==> config.mk <==
export PLATFORM = sky130hd
export DESIGN_NAME = hc283_seq_ctrl_flat
export DESIGN_NICKNAME = d
export VERILOG_FILES = /design/src/rtl/hc283_seq_if.sv /design/src/rtl/hc283_seq_ctrl.sv /design/src/flat_wrapper.sv
export SDC_FILE = /design/constraint.sdc
export NUM_CORES = 1
export LEC_CHECK = 0
export ABC_AREA = 0
export CORE_AREA = 2 2 76 78
export DETAILED_ROUTE_END_ITERATION = 7
export DIE_AREA = 0 0 78 80
export MAX_ROUTING_LAYER = met4
export PLACE_DENSITY = 0.85
export SLEW_MARGIN = 40
export SYNTH_ARGS = -nofsm -noshare
export SYNTH_HDL_FRONTEND = slang
export SYNTH_SLANG_ARGS = --single-unit
==> constraint.sdc <==
create_clock -name clk -period 4.41 [get_ports clk]
set_input_delay 0.882 -clock clk [delete_from_list [all_inputs] [get_ports clk]]
set_output_delay 0.882 -clock clk [all_outputs]
set_load 0.005 [all_outputs]
==> src/rtl/hc283_seq_if.sv <==
// Front-end and adder-side signal bundle for the nibble-serial hc283 sequencer.
// HC283_SEQ_SUB_EN adds the 'sub' request bit to the bundle.
interface hc283_seq_if #(
    parameter int NIBBLES = 4
);
    localparam int W = 4 * NIBBLES;

    logic         start;
    logic [W-1:0] opA;
    logic [W-1:0] opB;
    logic         cin;
`ifdef HC283_SEQ_SUB_EN
    logic         sub;
`endif
    logic         busy;
    logic         done;
    logic [W-1:0] result;
    logic         cout;
    logic [3:0]   add_a;
    logic [3:0]   add_b;
    logic         add_cin;
    logic [3:0]   add_sum;
    logic         add_cout;

`ifdef HC283_SEQ_SUB_EN
    modport slave (
        input  start, opA, opB, cin, sub, add_sum, add_cout,
        output busy, done, result, cout, add_a, add_b, add_cin
    );
    modport master (
        output start, opA, opB, cin, sub, add_sum, add_cout,
        input  busy, done, result, cout, add_a, add_b, add_cin
    );
`else
    modport slave (
        input  start, opA, opB, cin, add_sum, add_cout,
        output busy, done, result, cout, add_a, add_b, add_cin
    );
    modport master (
        output start, opA, opB, cin, add_sum, add_cout,
        input  busy, done, result, cout, add_a, add_b, add_cin
    );
`endif

endinterface

==> src/rtl/hc283_seq_ctrl.sv <==
// Nibble-serial add sequencer around one shared 4-bit hc283-style adder.
// Optional HC283_SEQ_SUB_EN enables A-B via inverted B and forced carry-in.
//
//  state  | meaning
//  S_IDLE | waiting for start; adder inputs held at 0
//  S_RUN  | one nibble captured per clock, carry rippled in 'carry'
//  S_DONE | result/cout valid, done high; start here re-launches immediately
module hc283_seq_ctrl #(
    parameter int NIBBLES = 4
) (
    input  logic         clk,
    input  logic         rst_n,
    hc283_seq_if.slave   bus
);
    localparam int W    = 4 * NIBBLES;
    localparam int IDXW = $clog2(NIBBLES) + 1;
    localparam logic [IDXW-1:0] LAST = IDXW'(NIBBLES - 1);

    typedef enum logic [1:0] {
        S_IDLE,
        S_RUN,
        S_DONE
    } state_t;

    state_t         state;
    logic [IDXW-1:0] idx;
    logic           carry;
    logic [W-1:0]   a_lat;
    logic [W-1:0]   b_lat;
    logic           busy_q;
    logic           done_q;
    logic [W-1:0]   result_q;
    logic           cout_q;
    logic           accept;
    logic           init_carry;
    logic [IDXW+1:0] nib_base;
    logic [3:0]     b_nib;

`ifdef HC283_SEQ_SUB_EN
    logic           sub_lat;
    // Subtraction is A + ~B + 1, so cin is ignored when sub is requested.
    assign init_carry = bus.sub ? 1'b1 : bus.cin;
`else
    assign init_carry = bus.cin;
`endif

    assign accept   = bus.start && (state != S_RUN);
    assign nib_base = {idx, 2'b00};

    always_comb begin
        bus.add_a   = 4'h0;
        bus.add_b   = 4'h0;
        bus.add_cin = 1'b0;
        b_nib       = b_lat[nib_base +: 4];
`ifdef HC283_SEQ_SUB_EN
        if (sub_lat) begin
            b_nib = ~b_lat[nib_base +: 4];
        end
`endif
        if (state == S_RUN) begin
            bus.add_a   = a_lat[nib_base +: 4];
            bus.add_b   = b_nib;
            bus.add_cin = carry;
        end
    end

    always_ff @(posedge clk) begin
        if (!rst_n) begin
            state    <= S_IDLE;
            idx      <= '0;
            carry    <= 1'b0;
            a_lat    <= '0;
            b_lat    <= '0;
            busy_q   <= 1'b0;
            done_q   <= 1'b0;
            result_q <= '0;
            cout_q   <= 1'b0;
`ifdef HC283_SEQ_SUB_EN
            sub_lat  <= 1'b0;
`endif
        end else begin
            case (state)
                S_RUN: begin
                    result_q[nib_base +: 4] <= bus.add_sum;
                    carry                   <= bus.add_cout;
                    if (idx == LAST) begin
                        cout_q <= bus.add_cout;
                        state  <= S_DONE;
                        busy_q <= 1'b0;
                        done_q <= 1'b1;
                    end else begin
                        idx <= idx + 1'b1;
                    end
                end
                default: begin
                    done_q <= 1'b0;
                    if (accept) begin
                        a_lat    <= bus.opA;
                        b_lat    <= bus.opB;
                        carry    <= init_carry;
                        idx      <= '0;
                        result_q <= '0;
                        state    <= S_RUN;
                        busy_q   <= 1'b1;
`ifdef HC283_SEQ_SUB_EN
                        sub_lat  <= bus.sub;
`endif
                    end else begin
                        state <= S_IDLE;
                    end
                end
            endcase
        end
    end

    assign bus.busy   = busy_q;
    assign bus.done   = done_q;
    assign bus.result = result_q;
    assign bus.cout   = cout_q;

endmodule

==> src/flat_wrapper.sv <==
// flat-port wrapper written by rule: the top's interface ports become plain ports
module hc283_seq_ctrl_flat 
#(
    parameter int NIBBLES = 4
)
  (clk, rst_n, bus_start, bus_opA, bus_opB, bus_cin, bus_add_sum, bus_add_cout, bus_busy, bus_done, bus_result, bus_cout, bus_add_a, bus_add_b, bus_add_cin);
  hc283_seq_if #(.NIBBLES(NIBBLES)) bus_i ();
  input  logic clk;
  input  logic rst_n;
  input wire logic [$bits(bus_i.start)-1:0] bus_start;
  input wire logic [$bits(bus_i.opA)-1:0] bus_opA;
  input wire logic [$bits(bus_i.opB)-1:0] bus_opB;
  input wire logic [$bits(bus_i.cin)-1:0] bus_cin;
  input wire logic [$bits(bus_i.add_sum)-1:0] bus_add_sum;
  input wire logic [$bits(bus_i.add_cout)-1:0] bus_add_cout;
  output wire logic [$bits(bus_i.busy)-1:0] bus_busy;
  output wire logic [$bits(bus_i.done)-1:0] bus_done;
  output wire logic [$bits(bus_i.result)-1:0] bus_result;
  output wire logic [$bits(bus_i.cout)-1:0] bus_cout;
  output wire logic [$bits(bus_i.add_a)-1:0] bus_add_a;
  output wire logic [$bits(bus_i.add_b)-1:0] bus_add_b;
  output wire logic [$bits(bus_i.add_cin)-1:0] bus_add_cin;
  assign bus_i.start = bus_start;
  assign bus_i.opA = bus_opA;
  assign bus_i.opB = bus_opB;
  assign bus_i.cin = bus_cin;
  assign bus_i.add_sum = bus_add_sum;
  assign bus_i.add_cout = bus_add_cout;
  assign bus_busy = bus_i.busy;
  assign bus_done = bus_i.done;
  assign bus_result = bus_i.result;
  assign bus_cout = bus_i.cout;
  assign bus_add_a = bus_i.add_a;
  assign bus_add_b = bus_i.add_b;
  assign bus_add_cin = bus_i.add_cin;
  hc283_seq_ctrl #(.NIBBLES(NIBBLES)) u_core (.clk(clk), .rst_n(rst_n), .bus(bus_i));
endmodule
==> metrics.cfg, run 1 <==
[finish]
mostFrequentLayoutCells = clkdlybuf4s50_1 (67), dfxtp_1 (57), a21oi_1 (50)
nFillCells = 468
area_growth_pct = 33.9
regArea_sq_mm = 0.00114
layout-drive-gt1-share_pct = 10.9
insertedDiodeCount = 0
final_nets = 388
layout_commonest_cell = clkdlybuf4s50_1
multi_input_area_sq_mm = 0.00137

[cts]
cts_max_path_buffers = 2
ctsHoldBuffers = 0
cts_resized = 0
cts-root-buf = clkbuf_8
clkLatencyLatePin_ns = 0.33
cts_tree = yes
htreeDepth = 3
cts_setup_buffers = 0
cts_sinks = 57
clkTransAtPathRegs_ns = 0.06
cts_buffers = 9

[timing]
finalHoldViolations = 0
period_share_pct = 73.2
setup_viol = 0
slew_viol_final = 0
worstMarginPinSlew_ns = 0.665
fin_crit_ns = 3.23
rsz0062_at_grt = no
setup-tns-final_ns = 0
relSlewSlack_pct = 55.5
finClkSkew_ns = 0.00457
hold_slack_ns = 0.475
timing.fmax_mhz = 310

[place]
io_buffers = 68
place.detailed.hpwl_microns = 3910
gp_congestion = 0.784

[outcome]
status = finished, final reports clean

[drt]
dr.pass1.iters = 4
routed_wl_microns = 6100
post_drt_wl_per_cell_microns = 14.5
drt_iter0_drc = 118
drc = 0
vias_per_cell = 5.60
vias = 2354
drtAntennaViolNets = 0

[die]
core_area_sq_mm = 0.00541
pin_count = 69
die_x_microns = 78
core.rowCount = 27
start_util_pct = 49.0
die_h_microns = 80
die_area_sq_mm = 0.00624

[critical_path]
arrival_ns = 2.35
crit_required_ns = 3.53
cp-end-kind = output pin
rr_worst_depth = 6
setup.worst_path.start_class = flop
path_max_fanout = 14
path_class = reg -> out

[global_routing]
grt_usage_pct = 21.2
grt_pass1_vias = 2226
grt_max_degree = 53
antenna_found_initial = 0
grt_overflow = 0
grt_pass1_wl_microns = 10100

[logic_synthesis]
synth-main-ff-cell = dfxtp_1
synth_top_area_cell = dfxtp_1
syn_area_sq_mm = 0.00265
ys_ff_latch = 57
synthArstFlopShare_pct = 0
syn_nets = 336
ys_top_cells_by_area = dfxtp_1 (43%), a21oi_1 (9.4%), mux4_1 (7.9%)
syn_inst = 291
ys_warn_count = 0
synth_top_cell_area_share_pct = 43.1
yosysSeqAreaShare_pct = 43.1
synth.avg_cell_area_sq_um = 9.10
synth_edf_count = 0
yosysUniqueCellTypes = 31

[pwr]
vdd_drop_max_mv = 0.255
p_leak_uw = 0.00137
power_density_mw_per_mm2 = 354

[run]
max_cap_violations = 0

[worst_hold_path]
worst_hold_path.num_cells = 2
hold_path_class = reg -> reg

[cells by family after synthesis]
family | count (synthesis) | share of synthesized area [%]
AOI/OAI and AO/OA | 88 | 17.6
and+or+nand+nor | 82 | 16.8
DFF | 57 | 43.1
buffers and inverters | 35 | 5.57
muxes | 25 | 15.1
adders and majority gates | 4 | 1.89
[Yosys cell counts, types with 2 or more instances]
cell      instances
dfxtp_1          57
a21oi_1          50
nand3_1          35
o21ai_0          32
clkbuf_1         22
nand2_1          18
mux2_2           11
and3_1           10
mux4_1            8
buf_2             7
and2_1            5
inv_1             5
mux2_1            5
nor2_1            5
ha_1              4
nand3b_1          2
[per-layer routing]
metal	track usage (%)	vias up	part of all wire (%)
met5	-	-	0
met4	6.32	0	1.2
met3	5.88	11	5.7
met2	34.8	86	49
met1	25.5	1098	44
li1	-	1159	-
[state kept, by name (all words and copies together) (netlist names)]
name / flops
u_core.b_lat: 16
u_core.bus.done: 1
u_core.a_lat: 16
u_core.bus.busy: 1
u_core.bus.cout: 1
u_core.state: 2
u_core.idx: 3
u_core.bus.result: 16
u_core.carry: 1
[critical path, stage by stage (launching register included)]
cell	delay [ns]
dfxtp_1	0.73
mux4_1	0.64
and3_1	0.20
clkdlybuf4s50_1	0.45
[cell type report]
type | instances | area share (%)
repair buffers | 71 | 19.7
multi-input cells | 199 | 38.6
clock buffers | 11 | 4.27
flip-flops and latches | 57 | 32.2
clock inverters | 5 | 2.19
well taps | 72 | 2.54
inverters | 5 | 0.529
[through the flow]
stage | total power [uW] | area, sq um | cells | utilization, % | worst slack, ns
finish | 1260 | 3550 | 420 | 65.6 | 1.18
global route | 1310 | 3550 | 420 | 65.6 | 1.09
CTS | 1270 | 3550 | 420 | 65.6 | 1.17
detailed placement | 719 | 3320 | 404 | 61.4 | 1.54
global placement | 713 | 3310 | 404 | 61.3 | 1.55
floorplan | 654 | 2650 | 291 | - | 2.23
[final timing paths]
check                              end  slack (ns)             start
hold / removal        u_core.a_lat[10]        0.47  u_core.a_lat[10]
hold reg to reg       u_core.a_lat[10]        0.47  u_core.a_lat[10]
setup / recovery          bus_add_b[3]        1.18     u_core.idx[0]
setup reg to reg  u_core.bus.result[8]        1.85     u_core.idx[0]
[power by group]
part	leakage (uW)	internal, uW	switching [uW]
clock network	0.000115	347	200
registers	0.000465	538	16.2
logic	0.000789	79.5	74.3
No activity file was read; power rests on OpenSTA's default activity.
==> run 2, diff against run 1 <==
Settings changed: CORE_AREA 2 2 76 78 to 2 2 78 80, DIE_AREA 0 0 78 80 to 0 0 80 82, PLACE_DENSITY 0.85 to 0.82.
Clock period 4.41 ns to 3 ns, I/O delays scaled along.
==> metrics.cfg, run 2 (synthesis gave the netlist of run 1 again) <==
[timing]
slew_viol_final = 0  ; unchanged
fin_crit_ns = 2.77
finClkSkew_ns = 0.00784  ; +0.00326 ns
rsz0062_at_grt = no
period_share_pct = 92.5
relSlewSlack_pct = 64.7  ; +9.1 points
setup-tns-final_ns = 0  ; unchanged
setup_viol = 0  ; unchanged
worstMarginPinSlew_ns = 0.530  ; -0.135 ns
finalHoldViolations = 0  ; unchanged
timing.fmax_mhz = 360

[drt]
drtAntennaViolNets = 0  ; unchanged
vias_per_cell = 5.61  ; +0.13%
vias = 2402  ; +2.0%
dr.pass1.iters = 4  ; unchanged
post_drt_wl_per_cell_microns = 15.5  ; +6.5%
routed_wl_microns = 6620  ; +8.5%
drt_iter0_drc = 101  ; -14%
drc = 0  ; unchanged

[finish]
layout_commonest_cell = clkdlybuf4s50_1
final_nets = 393  ; +1.3%
insertedDiodeCount = 0  ; unchanged
nFillCells = 512  ; +9.4%
area_growth_pct = 34.1
mostFrequentLayoutCells = clkdlybuf4s50_1 (67), dfxtp_1 (56), a21oi_1 (50)
multi_input_area_sq_mm = 0.00137  ; -0.36%
stdcell_count = 428  ; +1.9%
layout-drive-gt1-share_pct = 11.9  ; +0.98 points
regArea_sq_mm = 0.00114  ; +0.11%

[global_routing]
grt_max_degree = 51  ; -3.8%
grt_use_met3_pct = 4.62  ; -1.3 points
grt_overflow = 0  ; unchanged
grt_use_met1_pct = 24.6  ; -0.88 points
met2_usage_pct = 36.5  ; +1.7 points
grt.busiest_layer = met2
grt_pass1_wl_microns = 10700  ; +5.7%
grt_pass1_vias = 2394  ; +7.5%
grt_usage_pct = 21.7  ; +0.51 points
antenna_found_initial = 0  ; unchanged

[critical_path]
arrival_ns = 2.17  ; -0.18 ns
critPathBufInv = 1  ; unchanged
crit_family = multiplexers
crit_required_ns = 2.40  ; -1.13 ns
path_class = reg -> out
r2r_slack_ns = 0.69  ; -1.16 ns
setup.worst_path.start_class = flop
cp_cell_sequence = mux4_1 > and3_1 > clkdlybuf4s50_1
slowest_stage = mux4_1
path_max_fanout = 8  ; -6
cpPeakStageDelay_ns = 0.60  ; -0.13 ns
cp-end-kind = output pin

[die]
core_area_sq_mm = 0.00575  ; +6.3%
die_h_microns = 82  ; +2.5%
pin_count = 69  ; unchanged
die_x_microns = 80  ; +2.6%
start_util_pct = 46.1  ; -2.9 points
core.rowCount = 28  ; +3.7%
die_area_sq_mm = 0.00656  ; +5.1%

[cts]
cts_tree = yes
clkLatencyLatePin_ns = 0.34  ; about the same
cts_max_path_buffers = 2  ; unchanged
htreeDepth = 3  ; unchanged
cts-root-buf = clkbuf_8
clkTransAtPathRegs_ns = 0.07  ; about the same
cts_sinks = 57  ; unchanged
cts_setup_buffers = 0  ; unchanged
cts_buffers = 9  ; unchanged

[place]
io_buffers = 68  ; unchanged
place.detailed.hpwl_microns = 4370  ; +12%
dp.cells = 412  ; +2.0%
gp_congestion = 0.750  ; -4.3%

[worst_hold_path]
hold_path_class = reg -> reg

[run]
max_cap_violations = 0  ; unchanged

[pwr]
p_leak_uw = 0.00137  ; +0.36%
vdd_drop_max_mv = 0.327  ; +28%
power_density_mw_per_mm2 = 496  ; +40%

[outcome]
status = finished, final reports clean

[run 2: changes by cell type in the layout (fill, tap and decap cells not counted), sizes merged]
cell and change:
bufinv -1, buf +5, clkinvlp +1
[run 2: where the power goes]
part	total, uW	switching, uW	internal [uW]
sequential	815	23.0	792
clock	713	310	403
combinational	234	113	121
[run 2: metal layers]
layer	part of all wire, %	vias to the layer above
li1	-	1174
met1	42	1149
met2	51	72
met3	5.5	7
met4	1.2	0
met5	0	-
[run 2: cell type report]
class,instances,area share (%)
Timing Repair Buffer,76,20.7
Tap cell,75,2.64
Sequential cell,57,32.2
Clock inverter,5,1.55
Inverter,5,0.528
Clock buffer,11,3.98
Multi-Input combinational cell,199,38.4
[run 2: worst paths after layout]
kind / from / end / depth (start not counted)
setup / recovery: u_core.idx[1] / bus_add_a[2] / 3
hold / removal: u_core.a_lat[13] / u_core.a_lat[13] / 2
setup reg to reg: u_core.idx[1] / u_core.bus.result[9] / 6
hold reg to reg: u_core.a_lat[13] / u_core.a_lat[13] / 2
[run 2: through the flow]
stage	utilization (%)	worst slack [ns]	total power, uW	hold WS, ns	cell area [sq um]
after floorplan	-	0.857	961	0.449	2650
after global placement	58.4	0.405	1060	0.457	3350
after detailed placement	58.4	0.406	1060	0.463	3350
after CTS	61.8	0.0238	1770	0.472	3550
after global routing	61.8	0.133	1830	0.490	3550
final	61.8	0.225	1760	0.474	3550
[run 2: worst reg2reg max path: stages (launching register included)]
cell and delay, ns:
dfxtp_1 0.59, inv_1 0.13, ha_1 0.21, ha_1 0.34, and4bb_2 0.27, o2111a_1 0.30, mux2_2 0.37
[run 2: timing repair]
action,CTS,global route
hold buffers,0,0
resized for setup,0,1
endpoints found under the setup margin,0,4
==> run 3, diff against run 2 <==
Settings changed: CORE_AREA 2 2 78 80 to 2 2 80 82, DIE_AREA 0 0 80 82 to 0 0 82 84, PLACE_DENSITY 0.82 to 0.78.
==> metrics.cfg, run 3 (synthesis gave the netlist of run 1 again) <==
[outcome]
status = finished, final reports clean

[pwr]
intPower_uw = 1320  ; about the same
p_comb_share_pct = 13.2  ; about the same
seqPwrFrac_pct = 46.8  ; +0.6 points
power_frac_clock_pct = 40.0  ; -0.5 points
power_density_mw_per_mm2 = 492  ; -0.89%
swShare_pct = 24.4  ; -0.96 points
p_sw_uw = 424  ; -5.0%
vdd_drop_max_mv = 0.252  ; -23%
p_leak_uw = 0.00137  ; -0.40%

[die]
pin_count = 69  ; unchanged
die_h_microns = 84  ; +2.4%
core.rowCount = 29  ; +3.6%
die_area_sq_mm = 0.00689  ; +5.0%
core_area_sq_mm = 0.00610  ; +6.1%
die_x_microns = 82  ; +2.5%
start_util_pct = 43.5  ; -2.6 points

[global_routing]
grt_max_degree = 51  ; unchanged
grt_usage_pct = 19.8  ; -1.9 points
grt_pass1_wl_microns = 10100  ; -5.2%
grt_overflow = 0  ; unchanged
grt_pass1_vias = 2162  ; -9.7%
antenna_found_initial = 0  ; unchanged

[cts]
cts_buffers = 9  ; unchanged
cts-root-buf = clkbuf_8
clkTransAtPathRegs_ns = 0.06  ; about the same
cts_sinks = 57  ; unchanged
clkLatencyLatePin_ns = 0.33  ; about the same
cts_tree = yes
cts_max_path_buffers = 2  ; unchanged
htreeDepth = 3  ; unchanged
cts_setup_buffers = 0  ; unchanged

[critical_path]
cp-end-kind = output pin
cpPeakStageDelay_ns = 0.59  ; about the same
path_class = reg -> out
reg2reg_to = u_core.bus.result[9]
slowest_stage = mux4_1
cp_cell_sequence = mux4_1 > and3_1 > clkdlybuf4s50_1
arrival_ns = 2.13  ; -0.04 ns
path_max_fanout = 14  ; +6
rr_worst_depth = 6  ; unchanged
r2r_slack_ns = 0.73  ; +0.04 ns
setup.worst_path.start_class = flop
crit-reg2reg-launch = u_core.idx[0]
crit_required_ns = 2.40  ; about the same

[worst_hold_path]
hold_path_class = reg -> reg
hold_path_end = u_core.bus.cout
hp-start = u_core.bus.cout
worst_hold_path.num_cells = 2  ; unchanged

[finish]
area_growth_pct = 33.7
stdcell_count = 429  ; +0.23%
mostFrequentLayoutCells = clkdlybuf4s50_1 (67), dfxtp_1 (55), a21oi_1 (50)
multi_input_area_sq_mm = 0.00137  ; unchanged
final_nets = 392  ; -0.25%
nFillCells = 576  ; +13%
insertedDiodeCount = 0  ; unchanged
layout-drive-gt1-share_pct = 11.1  ; -0.82 points
layout_commonest_cell = clkdlybuf4s50_1
design_area_sq_mm = 0.00354  ; -0.32%
regArea_sq_mm = 0.00114  ; +0.11%

[timing]
slew_viol_final = 0  ; unchanged
setup-tns-final_ns = 0  ; unchanged
relSlewSlack_pct = 49.3  ; -15 points
finClkSkew_ns = 0.00630  ; -0.00153 ns
worst_slack_ns = 0.266  ; +0.0411 ns
worstMarginPinSlew_ns = 0.756  ; +0.226 ns
finalHoldViolations = 0  ; unchanged
period_share_pct = 91.1  ; -1.4 points
rsz0062_at_grt = no
hold_slack_ns = 0.459  ; -0.0144 ns
setup_viol = 0  ; unchanged
timing.fmax_mhz = 366  ; +1.5%
fin_crit_ns = 2.73  ; -0.0411 ns

[drt]
dr.pass1.iters = 4  ; unchanged
drc = 0  ; unchanged
routed_wl_microns = 6210  ; -6.2%
drtAntennaViolNets = 0  ; unchanged
drt_iter0_drc = 116  ; +15%
vias_per_cell = 5.44  ; -3.1%
post_drt_wl_per_cell_microns = 14.5  ; -6.4%
vias = 2332  ; -2.9%

[place]
io_buffers = 68  ; unchanged
placed_area_sq_mm = 0.00335  ; -0.15%
gp_congestion = 0.742  ; -1.1%
dp_slack_ns = 0.383  ; -0.0226 ns
place.detailed.hpwl_microns = 4070  ; -7.0%
dp.cells = 413  ; +0.24%

[run]
max_cap_violations = 0  ; unchanged

==> run 3: area by class of cell <==
type | instances | share of cell area [%]
repair buffers | 75 | 20.6
clock inverters | 3 | 1.13
well taps | 77 | 2.72
clock buffers | 13 | 4.20
multi-input cells | 199 | 38.6
inverters | 5 | 0.530
flip-flops and latches | 57 | 32.3
==> run 3: how the worst max path moves through the flow <==
| stage | from | endpoint |
|---|---|---|
| 2_1_floorplan | u_core.idx[1] | u_core.bus.result[4] |
| 3_3_place_gp | u_core.idx[0] | bus_add_b[0] |
| 3_5_place_dp | u_core.idx[0] | bus_add_b[3] |
| 4_1_cts | u_core.idx[0] | bus_add_b[3] |
| 5_1_grt | u_core.idx[0] | bus_add_b[3] |
| 6_report | u_core.idx[0] | bus_add_b[3] |
==> run 3: worst max-delay path: cells and delay by family (launching register included) <==
kind | cells | cell delay [ns]
muxes | 1 | 0.59
buffers and inverters | 1 | 0.45
DFF | 1 | 0.56
and+or+nand+nor | 1 | 0.20
==> run 3: layer usage <==
layer / part of all wire, % / global-route usage, % / vias to the layer above / wire length [microns]
met3: 6.1 / 6.28 / 8 / 380
li1: - / - / 1165 / -
met1: 43 / 25.2 / 1079 / 2660
met5: 0 / - / - / 0
met2: 50 / 29.7 / 80 / 3080
met4: 1.4 / 6.36 / 0 / 89
==> run 3: through the flow <==
stage                     total power [uW]  utilization [%]
after floorplan                        961                -
after global placement                1060             54.9
after detailed placement              1060             54.9
after CTS                             1760             58.0
after global routing                  1820             58.1
final                                 1740             58.1
==> run 3: what timing repair did <==
action | in CTS | in global routing
gates resized for setup | 0 | 2
hold buffers | 0 | 0
setup endpoints to repair | 0 | 7
==> run 3: power by group through the flow <==
stage / logic [uW] / clock network (uW) / registers [uW]
after floorplan: 141 / 0 / 820
after global placement: 226 / 0 / 830
after detailed placement: 230 / 0 / 831
after CTS: 231 / 711 / 814
after global routing: 253 / 748 / 819
final: 229 / 696 / 815
